## config.mk

```make
export PLATFORM = sky130hd
export DESIGN_NAME = spi_mem_controller_flat
export DESIGN_NICKNAME = d
export VERILOG_FILES = /design/src/rtl/spi_mem_controller_if.sv /design/src/rtl/spi_mem_controller.sv /design/src/flat_wrapper.sv
export SDC_FILE = /design/constraint.sdc
export NUM_CORES = 1
export LEC_CHECK = 0
export BUFFER_PORTS_ARGS = -buffer_cell sky130_fd_sc_hd__buf_2
export CAP_MARGIN = 10
export CORE_MARGIN = 10
export CORE_UTILIZATION = 59
export CTS_CLUSTER_DIAMETER = 50
export DETAILED_ROUTE_END_ITERATION = 8
export GPL_TIMING_DRIVEN = 0
export PLACE_DENSITY = 0.9
export SLEW_MARGIN = 20
export SYNTH_ARGS = -nofsm -noshare
export SYNTH_HDL_FRONTEND = slang
export SYNTH_SLANG_ARGS = --single-unit
```

## constraint.sdc

```tcl
create_clock -name clk -period 7.1 [get_ports clk]
set_input_delay 0 -clock clk [delete_from_list [all_inputs] [get_ports clk]]
set_output_delay 0 -clock clk [all_outputs]
set_load 0.02 [all_outputs]
```

## src/rtl/spi_mem_controller_if.sv

```systemverilog
// Request/response and SPI pin bundle between the requesters, the controller and the spiMemory slave.
// req_valid[i] may rise at any time and must stay high until the cycle where req_ready[i] is also high;
// that cycle is the handshake, and payload fields for requester i are sampled only in that cycle.
interface spi_mem_controller_if;
    logic [1:0]  req_valid;
    logic [1:0]  req_ready;
    logic [1:0]  req_write;
    logic [13:0] req_addr;
    logic [15:0] req_wdata;
    logic        resp_valid;
    logic        resp_id;
    logic [7:0]  resp_rdata;
    logic        busy;
    logic        cs_pin;
    logic        sclk_pin;
    logic        mosi_pin;
    logic        miso_pin;

    modport master (
        output req_valid, req_write, req_addr, req_wdata, miso_pin,
        input  req_ready, resp_valid, resp_id, resp_rdata, busy, cs_pin, sclk_pin, mosi_pin
    );

    modport slave (
        input  req_valid, req_write, req_addr, req_wdata, miso_pin,
        output req_ready, resp_valid, resp_id, resp_rdata, busy, cs_pin, sclk_pin, mosi_pin
    );
endinterface

```

## src/rtl/spi_mem_controller.sv

```systemverilog
// Two-port round-robin arbiter and SPI master issuing one 16-bit frame per command to spiMemory.
// Frame (MSB first): addr[6:0], R/W (1 = read), then write data or zeros; read data captured on bits 8-15.
module spi_mem_controller #(
    parameter int CLK_DIV  = 4,
    parameter int CS_SETUP = 4,
    parameter int CS_HOLD  = 4,
    parameter int CS_IDLE  = 8
) (
    input  logic                 clk,
    input  logic                 reset_n,
    spi_mem_controller_if.slave  bus,
    output logic [2:0]           state_o
);
    localparam logic [2:0] S_IDLE     = 3'd0;
    localparam logic [2:0] S_SETUP    = 3'd1;
    localparam logic [2:0] S_SHIFT_LO = 3'd2;
    localparam logic [2:0] S_SHIFT_HI = 3'd3;
    localparam logic [2:0] S_HOLD     = 3'd4;
    localparam logic [2:0] S_GAP      = 3'd5;

    localparam logic [7:0] DIV_LAST   = 8'(CLK_DIV - 1);
    localparam logic [7:0] SETUP_LAST = 8'(CS_SETUP - 1);
    localparam logic [7:0] HOLD_LAST  = 8'(CS_HOLD - 1);
    localparam logic [7:0] IDLE_LAST  = 8'(CS_IDLE - 1);

    logic [2:0]  state_q, state_d;
    logic [7:0]  cnt_q, cnt_d;
    logic [3:0]  bit_q, bit_d;
    logic [15:0] frame_q, frame_d;
    logic        write_q, write_d;
    logic        id_q, id_d;
    logic        last_q, last_d;
    logic [7:0]  rdata_q, rdata_d;

    logic        cs_q, cs_d;
    logic        sclk_q, sclk_d;
    logic        mosi_q, mosi_d;
    logic        resp_valid_q, resp_valid_d;
    logic        resp_id_q;
    logic [7:0]  resp_rdata_q;
    logic        busy_q, busy_d;

    logic        win;
    logic [1:0]  ready;
    logic        hs;
    logic        win_write;
    logic [6:0]  win_addr;
    logic [7:0]  win_wdata;

    // When both request, the one not granted last time wins; a lone requester always wins.
    always_comb begin
        win = bus.req_valid[1];
        if (bus.req_valid == 2'b11) begin
            win = ~last_q;
        end
        ready = 2'b00;
        if (reset_n && (state_q == S_IDLE) && (|bus.req_valid)) begin
            ready = win ? 2'b10 : 2'b01;
        end
        hs        = |(bus.req_valid & ready);
        win_write = win ? bus.req_write[1]     : bus.req_write[0];
        win_addr  = win ? bus.req_addr[13:7]   : bus.req_addr[6:0];
        win_wdata = win ? bus.req_wdata[15:8]  : bus.req_wdata[7:0];
    end

    always_comb begin
        state_d = state_q;
        cnt_d   = cnt_q;
        bit_d   = bit_q;
        frame_d = frame_q;
        write_d = write_q;
        id_d    = id_q;
        last_d  = last_q;
        rdata_d = rdata_q;
        case (state_q)
            S_IDLE: begin
                if (hs) begin
                    state_d = S_SETUP;
                    cnt_d   = 8'd0;
                    bit_d   = 4'd0;
                    id_d    = win;
                    last_d  = win;
                    write_d = win_write;
                    frame_d = {win_addr, ~win_write, (win_write ? win_wdata : 8'h00)};
                    rdata_d = 8'h00;
                end
            end
            S_SETUP: begin
                if (cnt_q == SETUP_LAST) begin
                    state_d = S_SHIFT_LO;
                    cnt_d   = 8'd0;
                end else begin
                    cnt_d = cnt_q + 8'd1;
                end
            end
            S_SHIFT_LO: begin
                if (cnt_q == DIV_LAST) begin
                    state_d = S_SHIFT_HI;
                    cnt_d   = 8'd0;
                    // Data phase is bits 8-15; MISO has had the whole low phase to settle.
                    if (bit_q[3]) begin
                        rdata_d = {rdata_q[6:0], bus.miso_pin};
                    end
                end else begin
                    cnt_d = cnt_q + 8'd1;
                end
            end
            S_SHIFT_HI: begin
                if (cnt_q == DIV_LAST) begin
                    cnt_d = 8'd0;
                    if (bit_q == 4'd15) begin
                        state_d = S_HOLD;
                    end else begin
                        state_d = S_SHIFT_LO;
                        bit_d   = bit_q + 4'd1;
                    end
                end else begin
                    cnt_d = cnt_q + 8'd1;
                end
            end
            S_HOLD: begin
                if (cnt_q == HOLD_LAST) begin
                    state_d = S_GAP;
                    cnt_d   = 8'd0;
                end else begin
                    cnt_d = cnt_q + 8'd1;
                end
            end
            S_GAP: begin
                if (cnt_q == IDLE_LAST) begin
                    state_d = S_IDLE;
                    cnt_d   = 8'd0;
                end else begin
                    cnt_d = cnt_q + 8'd1;
                end
            end
            default: begin
                state_d = S_IDLE;
                cnt_d   = 8'd0;
            end
        endcase
    end

    // Pins are registered from the next state so they line up with the state they belong to.
    always_comb begin
        cs_d         = !((state_d == S_SETUP) || (state_d == S_SHIFT_LO) ||
                         (state_d == S_SHIFT_HI) || (state_d == S_HOLD));
        sclk_d       = (state_d == S_SHIFT_HI);
        mosi_d       = 1'b0;
        if ((state_d == S_SHIFT_LO) || (state_d == S_SHIFT_HI)) begin
            mosi_d = frame_d[~bit_d];
        end
        resp_valid_d = (state_q == S_HOLD) && (state_d == S_GAP);
        busy_d       = (state_d != S_IDLE);
    end

    always_ff @(posedge clk) begin
        if (!reset_n) begin
            state_q      <= S_IDLE;
            cnt_q        <= 8'd0;
            bit_q        <= 4'd0;
            frame_q      <= 16'h0000;
            write_q      <= 1'b0;
            id_q         <= 1'b0;
            last_q       <= 1'b1;
            rdata_q      <= 8'h00;
            cs_q         <= 1'b1;
            sclk_q       <= 1'b0;
            mosi_q       <= 1'b0;
            resp_valid_q <= 1'b0;
            resp_id_q    <= 1'b0;
            resp_rdata_q <= 8'h00;
            busy_q       <= 1'b0;
        end else begin
            state_q      <= state_d;
            cnt_q        <= cnt_d;
            bit_q        <= bit_d;
            frame_q      <= frame_d;
            write_q      <= write_d;
            id_q         <= id_d;
            last_q       <= last_d;
            rdata_q      <= rdata_d;
            cs_q         <= cs_d;
            sclk_q       <= sclk_d;
            mosi_q       <= mosi_d;
            resp_valid_q <= resp_valid_d;
            busy_q       <= busy_d;
            if (resp_valid_d) begin
                resp_id_q    <= id_q;
                resp_rdata_q <= write_q ? 8'h00 : rdata_q;
            end
        end
    end

    assign bus.req_ready  = ready;
    assign bus.resp_valid = resp_valid_q;
    assign bus.resp_id    = resp_id_q;
    assign bus.resp_rdata = resp_rdata_q;
    assign bus.busy       = busy_q;
    assign bus.cs_pin     = cs_q;
    assign bus.sclk_pin   = sclk_q;
    assign bus.mosi_pin   = mosi_q;
    assign state_o        = state_q;
endmodule

```

## src/flat_wrapper.sv

```systemverilog
// flat-port wrapper written by rule: the top's interface ports become plain ports
module spi_mem_controller_flat 
#(
    parameter int CLK_DIV  = 4,
    parameter int CS_SETUP = 4,
    parameter int CS_HOLD  = 4,
    parameter int CS_IDLE  = 8
)
  (clk, reset_n, state_o, bus_req_valid, bus_req_write, bus_req_addr, bus_req_wdata, bus_miso_pin, bus_req_ready, bus_resp_valid, bus_resp_id, bus_resp_rdata, bus_busy, bus_cs_pin, bus_sclk_pin, bus_mosi_pin);
  spi_mem_controller_if bus_i ();
  input  logic clk;
  input  logic reset_n;
  output logic [2:0] state_o;
  input wire logic [$bits(bus_i.req_valid)-1:0] bus_req_valid;
  input wire logic [$bits(bus_i.req_write)-1:0] bus_req_write;
  input wire logic [$bits(bus_i.req_addr)-1:0] bus_req_addr;
  input wire logic [$bits(bus_i.req_wdata)-1:0] bus_req_wdata;
  input wire logic [$bits(bus_i.miso_pin)-1:0] bus_miso_pin;
  output wire logic [$bits(bus_i.req_ready)-1:0] bus_req_ready;
  output wire logic [$bits(bus_i.resp_valid)-1:0] bus_resp_valid;
  output wire logic [$bits(bus_i.resp_id)-1:0] bus_resp_id;
  output wire logic [$bits(bus_i.resp_rdata)-1:0] bus_resp_rdata;
  output wire logic [$bits(bus_i.busy)-1:0] bus_busy;
  output wire logic [$bits(bus_i.cs_pin)-1:0] bus_cs_pin;
  output wire logic [$bits(bus_i.sclk_pin)-1:0] bus_sclk_pin;
  output wire logic [$bits(bus_i.mosi_pin)-1:0] bus_mosi_pin;
  assign bus_i.req_valid = bus_req_valid;
  assign bus_i.req_write = bus_req_write;
  assign bus_i.req_addr = bus_req_addr;
  assign bus_i.req_wdata = bus_req_wdata;
  assign bus_i.miso_pin = bus_miso_pin;
  assign bus_req_ready = bus_i.req_ready;
  assign bus_resp_valid = bus_i.resp_valid;
  assign bus_resp_id = bus_i.resp_id;
  assign bus_resp_rdata = bus_i.resp_rdata;
  assign bus_busy = bus_i.busy;
  assign bus_cs_pin = bus_i.cs_pin;
  assign bus_sclk_pin = bus_i.sclk_pin;
  assign bus_mosi_pin = bus_i.mosi_pin;
  spi_mem_controller #(.CLK_DIV(CLK_DIV), .CS_SETUP(CS_SETUP), .CS_HOLD(CS_HOLD), .CS_IDLE(CS_IDLE)) u_core (.clk(clk), .reset_n(reset_n), .bus(bus_i), .state_o(state_o));
endmodule
```

Word-level counts from Yosys, hierarchy flattened
Index checks and enable logic that the tools add are counted.
{ "word_totals": {"regBits": 56, "elab_cells": 87, "in_bits": 37, "output_inout_bits": 19} }
{ "op_classes": {"bitwise": 4, "n_reduce_logical": 17, "mux": 31, "magnitude_cmp": 1, "add_sub_neg": 2, "eq_ne": 17} }
{ "op_table": {"columns": ["cell", "n"], "rows": [
  ["8-bit 2-to-1 mux", 8],
  ["16-bit 2-to-1 mux", 2],
  ["8-bit one-hot mux with 3 select lines", 1],
  ["3-bit 2-to-1 mux", 7],
  ["3-bit one-hot mux with 6 select lines", 1],
  ["8-bit one-hot mux with 2 select lines", 1],
  ["3-bit by 2-bit == test with 1-bit output, second input constant", 4],
  ["3-bit == test, second input constant", 4],
  ["4-bit 2-to-1 mux", 3],
  ["8-bit by 1-bit adder with 8-bit output, second input constant", 1],
  ["8-bit by 2-bit == test with 1-bit output, second input constant", 1],
  ["8-bit by 3-bit == test with 1-bit output, second input constant", 1],
  ["4-bit one-hot mux with 2 select lines", 1],
  ["7-bit 2-to-1 mux", 1],
  ["3-bit by 1-bit == test with 1-bit output, second input constant", 2],
  ["2-bit by 1-bit inequality test with 1-bit output, second input constant", 3],
  ["4-bit by 5-bit less-than comparator with 1-bit output, second input constant", 1],
  ["4-bit by 1-bit adder with 4-bit output, second input constant", 1],
  ["1-bit binary-select mux with 4-bit select", 1],
  ["4-bit == test, second input constant", 1],
  ["1-bit logical OR", 4],
  ["2-bit 2-to-1 mux", 2],
  ["4-bit inverter", 1],
  ["2-bit AND reduction", 2],
  ["12 further kinds", 18]
]} }

Longest topological paths before layout
Gate-level depths: netlist of the first run.
{ "depth": {"ltp_word": 13, "ltp_mapped": 9, "mapped_depth_nobuf": 8} }

Worst setup path before layout of the first run
OpenSTA, ideal clock, no wires.
{ "synth_path": {"path_kind": "flip-flop to flip-flop", "from": "register u_core.state_q[1], in the netlist u_core.state_o[1]", "to": "register u_core.mosi_q, in the netlist u_core.bus.mosi_pin", "setup_time_ns": 0.130, "path_slack_ns": 4.744, "path_buffers": 1, "path_stages_with_launch": 8, "arrival_ns": 2.225, "synth_period_minus_slack_ns": 2.356, "t_required_ns": 6.970, "path_cell_list": "dfxtp_1 > buf_4 > and4bb_2 > nand4_4 > mux2i_4 > mux2_1 > a2111oi_2 > nor4b_2"} }
{ "synth_between": {"elab_chain_cells": 11, "elab_cells_between_ends": 29, "classes_between": "eq/ne (7); mux (14); bitwise (2); reduce/logical (6)"} }
{ "synth_lines": {"columns": ["element", "line", "source"], "rows": [
  ["start, declared", "spi_mem_controller.sv:26", "logic [2:0] state_q, state_d;"],
  ["start signal, assigned", "spi_mem_controller.sv:175", "state_q <= state_d;"],
  ["3-bit zero test", "spi_mem_controller.sv:57, spi_mem_controller.sv:75", null],
  ["1-bit logical AND (2 in a row)", "spi_mem_controller.sv:57", "if (reset_n && (state_q == S_IDLE) && (|bus.req_valid)) begin"],
  ["2-bit 2-to-1 mux", "spi_mem_controller.sv:57", null],
  ["2-bit AND", "spi_mem_controller.sv:60", "hs = |(bus.req_valid & ready);"],
  ["2-bit OR reduction", "spi_mem_controller.sv:60", null],
  ["4-bit 2-to-1 mux or 3-bit 2-to-1 mux (tied branches)", "spi_mem_controller.sv:77", "if (hs) begin"],
  ["4-bit one-hot mux with 2 select lines or 3-bit one-hot mux with 6 select lines (tied branches)", "spi_mem_controller.sv:75", "case (state_q)"],
  ["4-bit inverter or 3-bit by 2-bit == test with 1-bit output (tied branches)", "spi_mem_controller.sv:151, spi_mem_controller.sv:150", null],
  ["1-bit binary-select mux with 4-bit select or 1-bit logical OR (tied branches)", "spi_mem_controller.sv:151, spi_mem_controller.sv:150", null],
  ["1-bit 2-to-1 mux (implied by the code) or 2-bit AND reduction (tied branches)", null, null],
  ["end signal, assigned", "spi_mem_controller.sv:185", "mosi_q <= mosi_d;"],
  ["end, declared", "spi_mem_controller.sv:37", "logic mosi_q, mosi_d;"]
]} }
Parallel ways exist; a longest one is shown, timed or not. The select of a mux whose other input is x is not followed.
A chain may end at the register's enable or synchronous reset.

Worst setup path after layout of the first run
{ "layout_path": {"from": "register u_core.cnt_q[1]", "to": "register u_core.rdata_q[7]"} }
{ "layout_between": {"elab_chain_cells": 3} }
{ "layout_lines": {"columns": ["element", "line", "source"], "rows": [
  ["start, declared", "spi_mem_controller.sv:27", "logic [7:0] cnt_q, cnt_d;"],
  ["start signal, assigned", "spi_mem_controller.sv:176", "cnt_q <= cnt_d;"],
  ["8-bit by 2-bit == test with 1-bit output", "spi_mem_controller.sv:97", "if (cnt_q == DIV_LAST) begin"],
  ["2-bit by 1-bit inequality test with 1-bit output (no line)", null, null],
  ["4-bit AND reduction (no line)", null, null],
  ["end signal, assigned", "spi_mem_controller.sv:182", "rdata_q <= rdata_d;"],
  ["end, declared", "spi_mem_controller.sv:33", "logic [7:0] rdata_q, rdata_d;"]
]} }
Every way passes these cells.

==> impl_metrics.ini, run 1 <==
[global_route]
grt_pass1_vias = 2545
antenna_found_initial = 0
grt_overflow_total = 0
grt.total_usage_pct = 16.8
grt_pass1_wl_um = 11800
grt_max_degree = 19

[critical_path]
start_kind = register
endpoint_kind = register
timing.rr.start = u_core.cnt_q[1]$_SDFFE_PN0P_
required_ps = 7340
critPathKind = register to register
cp-startpoint = u_core.cnt_q[1]$_SDFFE_PN0P_
worstPathMaxFanout = 10
critPathArrivalTime_ps = 2960

[clock_tree]
htree_levels = 2
cts.sinks = 56
clock_latency_ps = 310
cts_buffers = 5
clockRootBuffer = clkbuf_8
cts_tree = built
clkTransAtPathRegs_ps = 100
cts_resized = 0
post-cts-setup-buffer-count = 0
postCtsHoldBufs = 0
max-clock-path-buffers = 2

[floorplan]
ios = 56
chipHeight_um = 89.9
core_area_um2 = 4720
start_util_pct = 61.0
dieArea_um2 = 8080
std_cell_rows = 25
dieWidth_um = 89.9

[yosys]
syn-cell-area_um2 = 2880
synth_cells = 314
synth-edff-count = 0
synth_flop_cell = dfxtp_1
syn_nets = 353
avgSynthCellArea_um2 = 9.18
yosysMostFrequentCell = dfxtp_1
ys_ff_latch = 56
synth.top_cells.by_count = dfxtp_1, nand2_1, nor2_1, nand3_1, a21oi_1
yosys-top-cells-area = dfxtp_1, nand2_1, mux2i_1, and2_1, and3_1
seq_area_frac_synth_pct = 38.9
synthDistinctLibCells = 60
netlist.top_cell.by_area = dfxtp_1
synth_warnings = 0
ys_async_sr_fraction_pct = 0
yosysTopAreaCellShare_pct = 38.9

[timing]
slew_headroom_pct = 49.9
hold_slack_ps = 2.47
finClkSkew_ps = 7.71
rsz0062_at_grt = false
worst_pin_slew_ps = 751
finalCritPeriodShare_pct = 38.4
fmax_ghz = 0.367
finalSetupViolCount = 0
slew_violations = 0
fin_crit_ps = 2730
hold_viol_final = 0
fin_setup_tns_ps = 0

[job]
max_cap_violations = 0

[route]
first_iter_violations = 154
viasPerCell = 5.76
drt_pass1_iterations = 5
finalWirelength_um = 6950
routed-via-count = 2558
antenna_left = 0
wire_per_inst_um = 15.6
drcViolationCount = 0

[placed_design]
port_buffers = 55
dp_hpwl_um = 5140
dp_cells = 436
gp_congestion = 0.851

[layout]
fillers = 369
final_core_utilization_pct = 70.5
drive_above_1_share_pct = 25.2
regArea_um2 = 1120
antenna_cells = 0
fin_nets = 415
multi_input_area_um2 = 1650
instances_no_fill = 444
areaGrowthSynthToFinish_pct = 15.6

[pwr]
vdd_ir_drop_max_v = 0.000127
finalPower_mw = 0.607
leakage_nw = 1.46
pwr_density_cell_nw_per_um2 = 182

[run_status]
status = finished, final reports clean

[worst_hold_path]
hold_start = reset_n
hold_path_class = input port to register
## logic make-up (layout without fill, tap and decap cells)
kind of cell | after synthesis | in the layout | share of synthesized area, %
buffers and inverters | 19 | 82 | 4.04
xor gates and xnor gates | 6 | 6 | 1.82
DFF | 56 | 56 | 38.9
and+or+nand+nor | 146 | 146 | 30.3
AOI/OAI and AO/OA | 71 | 71 | 18.7
muxes | 14 | 14 | 5.43
adders and majority gates | 2 | 2 | 0.868
## power breakdown
group	leakage [nW]	total, mW	switching, mW	internal, mW
logic	0.960	0.0957	0.0559	0.0398
clock network	0.0445	0.177	0.107	0.0703
registers	0.456	0.334	0.00753	0.326
## cells in the final DEF, fill, tap and decap left out, types with 4 or more instances in the layout
| cell | n |
|---|---|
| nand2_1 | 31 |
| clkbuf_8 | 5 |
| a21oi_1 | 14 |
| a22o_1 | 8 |
| nand3_1 | 16 |
| and2_1 | 13 |
| o21a_1 | 9 |
| nor2_1 | 19 |
| nor3b_1 | 8 |
| nand2b_1 | 7 |
| xor2_1 | 5 |
| o211a_1 | 5 |
| and3_1 | 13 |
| nand4_1 | 6 |
| a31oi_1 | 7 |
| mux2i_1 | 10 |
| a221oi_1 | 4 |
| dfxtp_1 | 56 |
| nor2b_1 | 12 |
| buf_2 | 59 |
| o21ai_0 | 7 |
| clkbuf_1 | 6 |
## worst max-delay path, cell delays in order, from the launching register on
cell	delay, ps
dfxtp_1	390
ha_1	270
nor3b_4	410
nor3b_4	360
nand2_2	110
a2111oi_4	590
buf_6	210
nand3_1	90
a21boi_1	230
## state kept, by name (all words and copies together), names as in the netlist
signal                 cells
u_core.frame_q            16
u_core.bus.resp_rdata      8
u_core.cnt_q               8
u_core.rdata_q             8
u_core.bit_q               4
u_core.state_o             3
u_core.bus.busy            1
u_core.bus.cs_pin          1
u_core.bus.mosi_pin        1
u_core.bus.resp_id         1
u_core.bus.resp_valid      1
u_core.bus.sclk_pin        1
u_core.id_q                1
u_core.last_q              1
u_core.write_q             1
## area by class of cell
| cell class | count | share of cell area [%] |
|---|---|---|
| clock inverter | 3 | 0.638 |
| multi-input combinational | 239 | 49.4 |
| buffer | 17 | 3.27 |
| inverter | 2 | 0.225 |
| timing repair buffer | 55 | 8.26 |
| clock buffer | 5 | 2.07 |
| tap | 67 | 2.52 |
| sequential | 56 | 33.6 |
## through the flow
step	worst slack [ps]	area, um^2
floorplan	4740	2880
global placement	4470	3240
finish	4370	3330
CTS	4400	3330
detailed placement	4460	3240
global route	4190	3330
## final timing paths
path | endpoint | depth (start not counted) | slack [ps]
worst max-delay path | u_core.rdata_q[7]$_SDFFE_PN0P_ | 8 | 4370
worst min-delay path | u_core.bus.resp_valid$_SDFF_PN0_ | 2 | 2
worst max register to register | u_core.rdata_q[7]$_SDFFE_PN0P_ | 8 | 4370
worst min register to register | u_core.bus.resp_rdata[4]$_SDFFE_PN0P_ | 1 | 480
## layer usage
metal,part of all wire [%],vias to the layer above,wire length (um),global-route usage (%)
met4,1.5,0,103,5.70
met2,49,91,3400,28.1
met1,44,1197,3070,20.3
met3,5.4,10,375,4.41
met5,0,-,0,0
li1,-,1260,-,-
Note: power is estimated with default switching activity, not from simulation.
==> run 2, diff against run 1 <==
--- a/config.mk
+++ b/config.mk
@@ -8,11 +8,11 @@
 export BUFFER_PORTS_ARGS = -buffer_cell sky130_fd_sc_hd__buf_2
 export CAP_MARGIN = 10
 export CORE_MARGIN = 10
-export CORE_UTILIZATION = 59
+export CORE_UTILIZATION = 55
 export CTS_CLUSTER_DIAMETER = 50
 export DETAILED_ROUTE_END_ITERATION = 8
 export GPL_TIMING_DRIVEN = 0
-export PLACE_DENSITY = 0.9
+export PLACE_DENSITY = 0.85
 export SLEW_MARGIN = 20
 export SYNTH_ARGS = -nofsm -noshare
 export SYNTH_HDL_FRONTEND = slang
==> constraint.sdc (replaced) <==
create_clock -name clk -period 2.8 [get_ports clk]
set_input_delay 0 -clock clk [delete_from_list [all_inputs] [get_ports clk]]
set_output_delay 0 -clock clk [all_outputs]
set_load 0.02 [all_outputs]
==> impl_metrics.ini, run 2 (same netlist as run 1, synthesis figures left out) <==
[clock_tree]
cts.sinks = 56
clock_latency_ps = 310
cts_buffers = 5
max-clock-path-buffers = 2
htree_levels = 2
clockRootBuffer = clkbuf_8
cts_resized = 0
clkTransAtPathRegs_ps = 100
cts_tree = built

[job]
max_cap_violations = 0

[critical_path]
critPathArrivalTime_ps = 2800
cp_slowest_cell = dfxtp_1
critPathKind = register to register
cp_top_family = multiplexers
endpoint_kind = register
max_stage_delay_ps = 410
worst-path-buf-inv = 1
worstPathMaxFanout = 8
path_cells = ha_1 > nor3b_4 > buf_4 > nand4_4 > mux2i_4 > mux2_1 > a2111oi_2 > nor4b_2
required_ps = 3000
start_kind = register

[route]
routed-via-count = 2496
viasPerCell = 5.56
finalWirelength_um = 6870
antenna_left = 0
first_iter_violations = 159
drcViolationCount = 0
wire_per_inst_um = 15.3
drt_pass1_iterations = 4

[layout]
areaGrowthSynthToFinish_pct = 16.2
fin_nets = 417
final_cell_mix = buf_2, dfxtp_1, nand2_1
antenna_cells = 0
drive_above_1_share_pct = 25.3
fillers = 440
largest_reg_flops = 16
finalInstanceArea_um2 = 3350
final_common_cell = buf_2
regArea_um2 = 1120
multi_input_area_um2 = 1650
regMostFlops = u_core.frame_q

[floorplan]
dieArea_um2 = 8540
chipHeight_um = 92.4
std_cell_rows = 26
ios = 56
core_area_um2 = 5110
start_util_pct = 56.4
dieWidth_um = 92.4

[timing]
finalCritPeriodShare_pct = 93.1
finClkSkew_ps = 5.02
fin_setup_tns_ps = 0
hold_slack_ps = 15.1
rsz0062_at_grt = false
hold_viol_final = 0
fmax_ghz = 0.384
fin_crit_ps = 2610
slew_violations = 0
slew_headroom_pct = 42.8
finalSetupViolCount = 0
worst_pin_slew_ps = 851

[pwr]
internal_power_mw = 1.11
finalPower_mw = 1.53
pwr-share-clk_pct = 28.9
vdd_ir_drop_max_v = 0.000258
power_frac_comb_pct = 15.9
leakage_nw = 1.47
power_frac_seq_pct = 55.2
switching_share_pct = 27.7
pwr_density_cell_nw_per_um2 = 457
power_switching_mw = 0.424

[global_route]
antenna_found_initial = 0
grt_max_degree = 18
grt_pass1_vias = 2637
grt_overflow_total = 0
grt.total_usage_pct = 16.4
grt_pass1_wl_um = 12000

[run_status]
status = finished, final reports clean

[placed_design]
port_buffers = 55
place_area_um2 = 3250
gp_congestion = 0.822
dp_hpwl_um = 5230

[worst_hold_path]
hold_path_class = input port to register
## run 2: cell count changes in the layout (fill, tap and decap cells not counted)
cell | previous run | this run
buf_4 | 3 | 5
inv_6 | 1 | 0
clkinv_4 | 0 | 1
clkinv_2 | 1 | 0
clkbuf_1 | 6 | 7
## run 2: power by group through the flow
stage,sequential (mW),clock [mW],combinational (mW)
detailed placement,0.864,0,0.241
global route,0.849,0.481,0.274
floorplan,0.864,0,0.161
global placement,0.862,0,0.233
CTS,0.845,0.449,0.242
finish,0.846,0.442,0.243
## run 2: through the flow
step                std cells  setup WS [ps]  utilization (%)
global placement          439            164             63.5
finish                    449            193             65.6
CTS                       447           92.6             65.3
floorplan                 314            444                -
global route              449           21.3             65.6
detailed placement        439            114             63.5
## run 2: repair_timing
item                                    CTS  global route
hold buffers                              0             0
endpoints found under the setup margin    0             9
setup buffers                             0             2
## run 2: worst paths after layout
check                                                     from                          endpoint  slack [ps]  cells past startpoint
worst max-delay path              u_core.cnt_q[0]$_SDFFE_PN0P_    u_core.bus.mosi_pin$_SDFF_PN0_         190                      8
worst min-delay path                                   reset_n  u_core.bus.resp_valid$_SDFF_PN0_          20                      2
worst max register to register    u_core.cnt_q[0]$_SDFFE_PN0P_    u_core.bus.mosi_pin$_SDFF_PN0_         190                      8
worst min register to register  u_core.rdata_q[7]$_SDFFE_PN0P_    u_core.rdata_q[7]$_SDFFE_PN0P_         470                      2
## run 2: cell type report
class,count,area share [%]
multi-input combinational,239,49.1
sequential,56,33.5
timing repair buffer,57,8.67
buffer,17,3.25
tap,70,2.61
clock inverter,2,0.486
clock buffer,6,2.17
inverter,2,0.224
## run 2: metal layers
| metal | routed length (um) | up-vias | GRT usage, % | share of wire [%] |
|---|---|---|---|---|
| met4 | 65 | 0 | 5.27 | 0.95 |
| met5 | 0 | - | 0 | 0 |
| met3 | 341 | 6 | 4.04 | 5.0 |
| met1 | 3130 | 1157 | 19.5 | 46 |
| met2 | 3330 | 68 | 28.4 | 48 |
| li1 | - | 1265 | - | - |
==> run 3, diff against run 2 <==
--- a/config.mk
+++ b/config.mk
@@ -12,7 +12,7 @@
 export CTS_CLUSTER_DIAMETER = 50
 export DETAILED_ROUTE_END_ITERATION = 8
 export GPL_TIMING_DRIVEN = 0
-export PLACE_DENSITY = 0.85
+export PLACE_DENSITY = 0.79
 export SLEW_MARGIN = 20
 export SYNTH_ARGS = -nofsm -noshare
 export SYNTH_HDL_FRONTEND = slang
==> impl_metrics.ini, run 3 (same netlist as run 1, synthesis figures left out) <==
[global_route]
antenna_found_initial = 0
grt_overflow_total = 0
grt_pass1_vias = 2472
grt.total_usage_pct = 15.7
grt_pass1_wl_um = 11300
grt_max_degree = 18

[pwr]
power_frac_comb_pct = 15.7
vdd_ir_drop_max_v = 0.000277
switching_share_pct = 27.5
pwr-share-clk_pct = 29.0
power_frac_seq_pct = 55.4
finalPower_mw = 1.53
power_switching_mw = 0.420
leakage_nw = 1.47
internal_power_mw = 1.11
pwr_density_cell_nw_per_um2 = 456

[layout]
final_common_cell = buf_2
fillers = 472
areaGrowthSynthToFinish_pct = 16.2
final_cell_mix = buf_2, dfxtp_1, nand2_1
fin_nets = 417
drive_above_1_share_pct = 25.3
regArea_um2 = 1120
regMostFlops = u_core.frame_q
multi_input_area_um2 = 1650
largest_reg_flops = 16
antenna_cells = 0
instances_no_fill = 449

[critical_path]
rr_endpoint = u_core.bus.mosi_pin$_SDFF_PN0_
cp_top_family = multiplexers
worstPathMaxFanout = 8
ff2ff_setup_slack_ps = 190
path_cells = ha_1 > nand3_1 > nand4_4 > mux2i_4 > mux2_1 > a2111oi_2 > nor4b_2
max_stage_delay_ps = 560
cp-startpoint = u_core.bit_q[0]$_SDFF_PN0_
required_ps = 3000
critPathArrivalTime_ps = 2810
cp_slowest_cell = dfxtp_1
rr_worst_depth = 7
worst-path-buf-inv = 0
start_kind = register
critPathKind = register to register
timing.rr.start = u_core.bit_q[0]$_SDFF_PN0_
endpoint_kind = register

[placed_design]
dp_cells = 439
port_buffers = 55
gp_congestion = 0.815
dp_hpwl_um = 5120

[clock_tree]
cts_tree = built
cts_buffers = 5
cts.sinks = 56
clockRootBuffer = clkbuf_8
postCtsHoldBufs = 0
post-cts-setup-buffer-count = 0
clkTransAtPathRegs_ps = 100
htree_levels = 2
clock_latency_ps = 310
cts_resized = 0
max-clock-path-buffers = 2

[timing]
hold_slack_ps = 6.20
finalCritPeriodShare_pct = 93.3
finClkSkew_ps = 8.73
fin_setup_tns_ps = 0
fmax_ghz = 0.383
hold_viol_final = 0
fin_crit_ps = 2610
slew_violations = 0
finalSetupViolCount = 0
slew_headroom_pct = 43.4
rsz0062_at_grt = false
worst_pin_slew_ps = 848

[worst_hold_path]
holdPathStages = 3
hold_path_class = input port to register
hold_start = bus_miso_pin
hold_end = u_core.rdata_q[0]$_SDFFE_PN0P_

[floorplan]
std_cell_rows = 26
core_area_um2 = 5110
ios = 56
dieArea_um2 = 8540
start_util_pct = 56.4
chipHeight_um = 92.4
dieWidth_um = 92.4

[route]
routed-via-count = 2490
drt_pass1_iterations = 4
antenna_left = 0
wire_per_inst_um = 14.9
first_iter_violations = 122
viasPerCell = 5.55
finalWirelength_um = 6680
drcViolationCount = 0

[run_status]
status = finished, final reports clean

[job]
max_cap_violations = 0
run 3: through the flow:
| stage | setup slack [ps] | cell area (um^2) | utilization (%) |
|---|---|---|---|
| 2_1_floorplan | 444 | 2880 | - |
| 3_3_place_gp | 160 | 3250 | 63.5 |
| 3_5_place_dp | 107 | 3250 | 63.5 |
| 4_1_cts | 92.9 | 3330 | 65.3 |
| 5_1_grt | 18.9 | 3350 | 65.6 |
| 6_report | 189 | 3350 | 65.6 |
run 3: tightest hold or removal path, stage by stage:
cell and delay (ps):
buf_2 70, and3_1 130, o21a_1 100
run 3: power by group through the flow:
stage	Combinational, mW	Clock [mW]	Sequential [mW]
3_5_place_dp	0.239	0	0.863
4_1_cts	0.241	0.449	0.845
5_1_grt	0.271	0.483	0.849
6_report	0.239	0.442	0.845
2_1_floorplan	0.161	0	0.864
3_3_place_gp	0.234	0	0.862
run 3: layout make-up:
cell class / count / share of cell area, %
Clock buffer: 6 / 2.17
Multi-Input combinational cell: 239 / 49.1
Sequential cell: 56 / 33.5
Clock inverter: 2 / 0.486
Buffer: 17 / 3.25
Tap cell: 70 / 2.61
Inverter: 2 / 0.224
Timing Repair Buffer: 57 / 8.67
run 3: worst max path at each step:
stage / to / slack [ps] / depth (start not counted)
final: u_core.bus.mosi_pin$_SDFF_PN0_ / 190 / 7
after global routing: u_core.bus.mosi_pin$_SDFF_PN0_ / 20 / 7
after CTS: u_core.bus.mosi_pin$_SDFF_PN0_ / 90 / 7
after detailed placement: u_core.bus.mosi_pin$_SDFF_PN0_ / 110 / 7
after global placement: u_core.bus.mosi_pin$_SDFF_PN0_ / 160 / 7
after floorplan: u_core.bus.mosi_pin$_SDFF_PN0_ / 440 / 7
run 3: layer usage:
layer / vias up / wire length [um] / track usage, %
li1: 1265 / - / -
met1: 1160 / 3070 / 19.0
met2: 55 / 3210 / 26.9
met3: 10 / 320 / 3.39
met4: 0 / 74 / 5.01
met5: - / 0 / 0
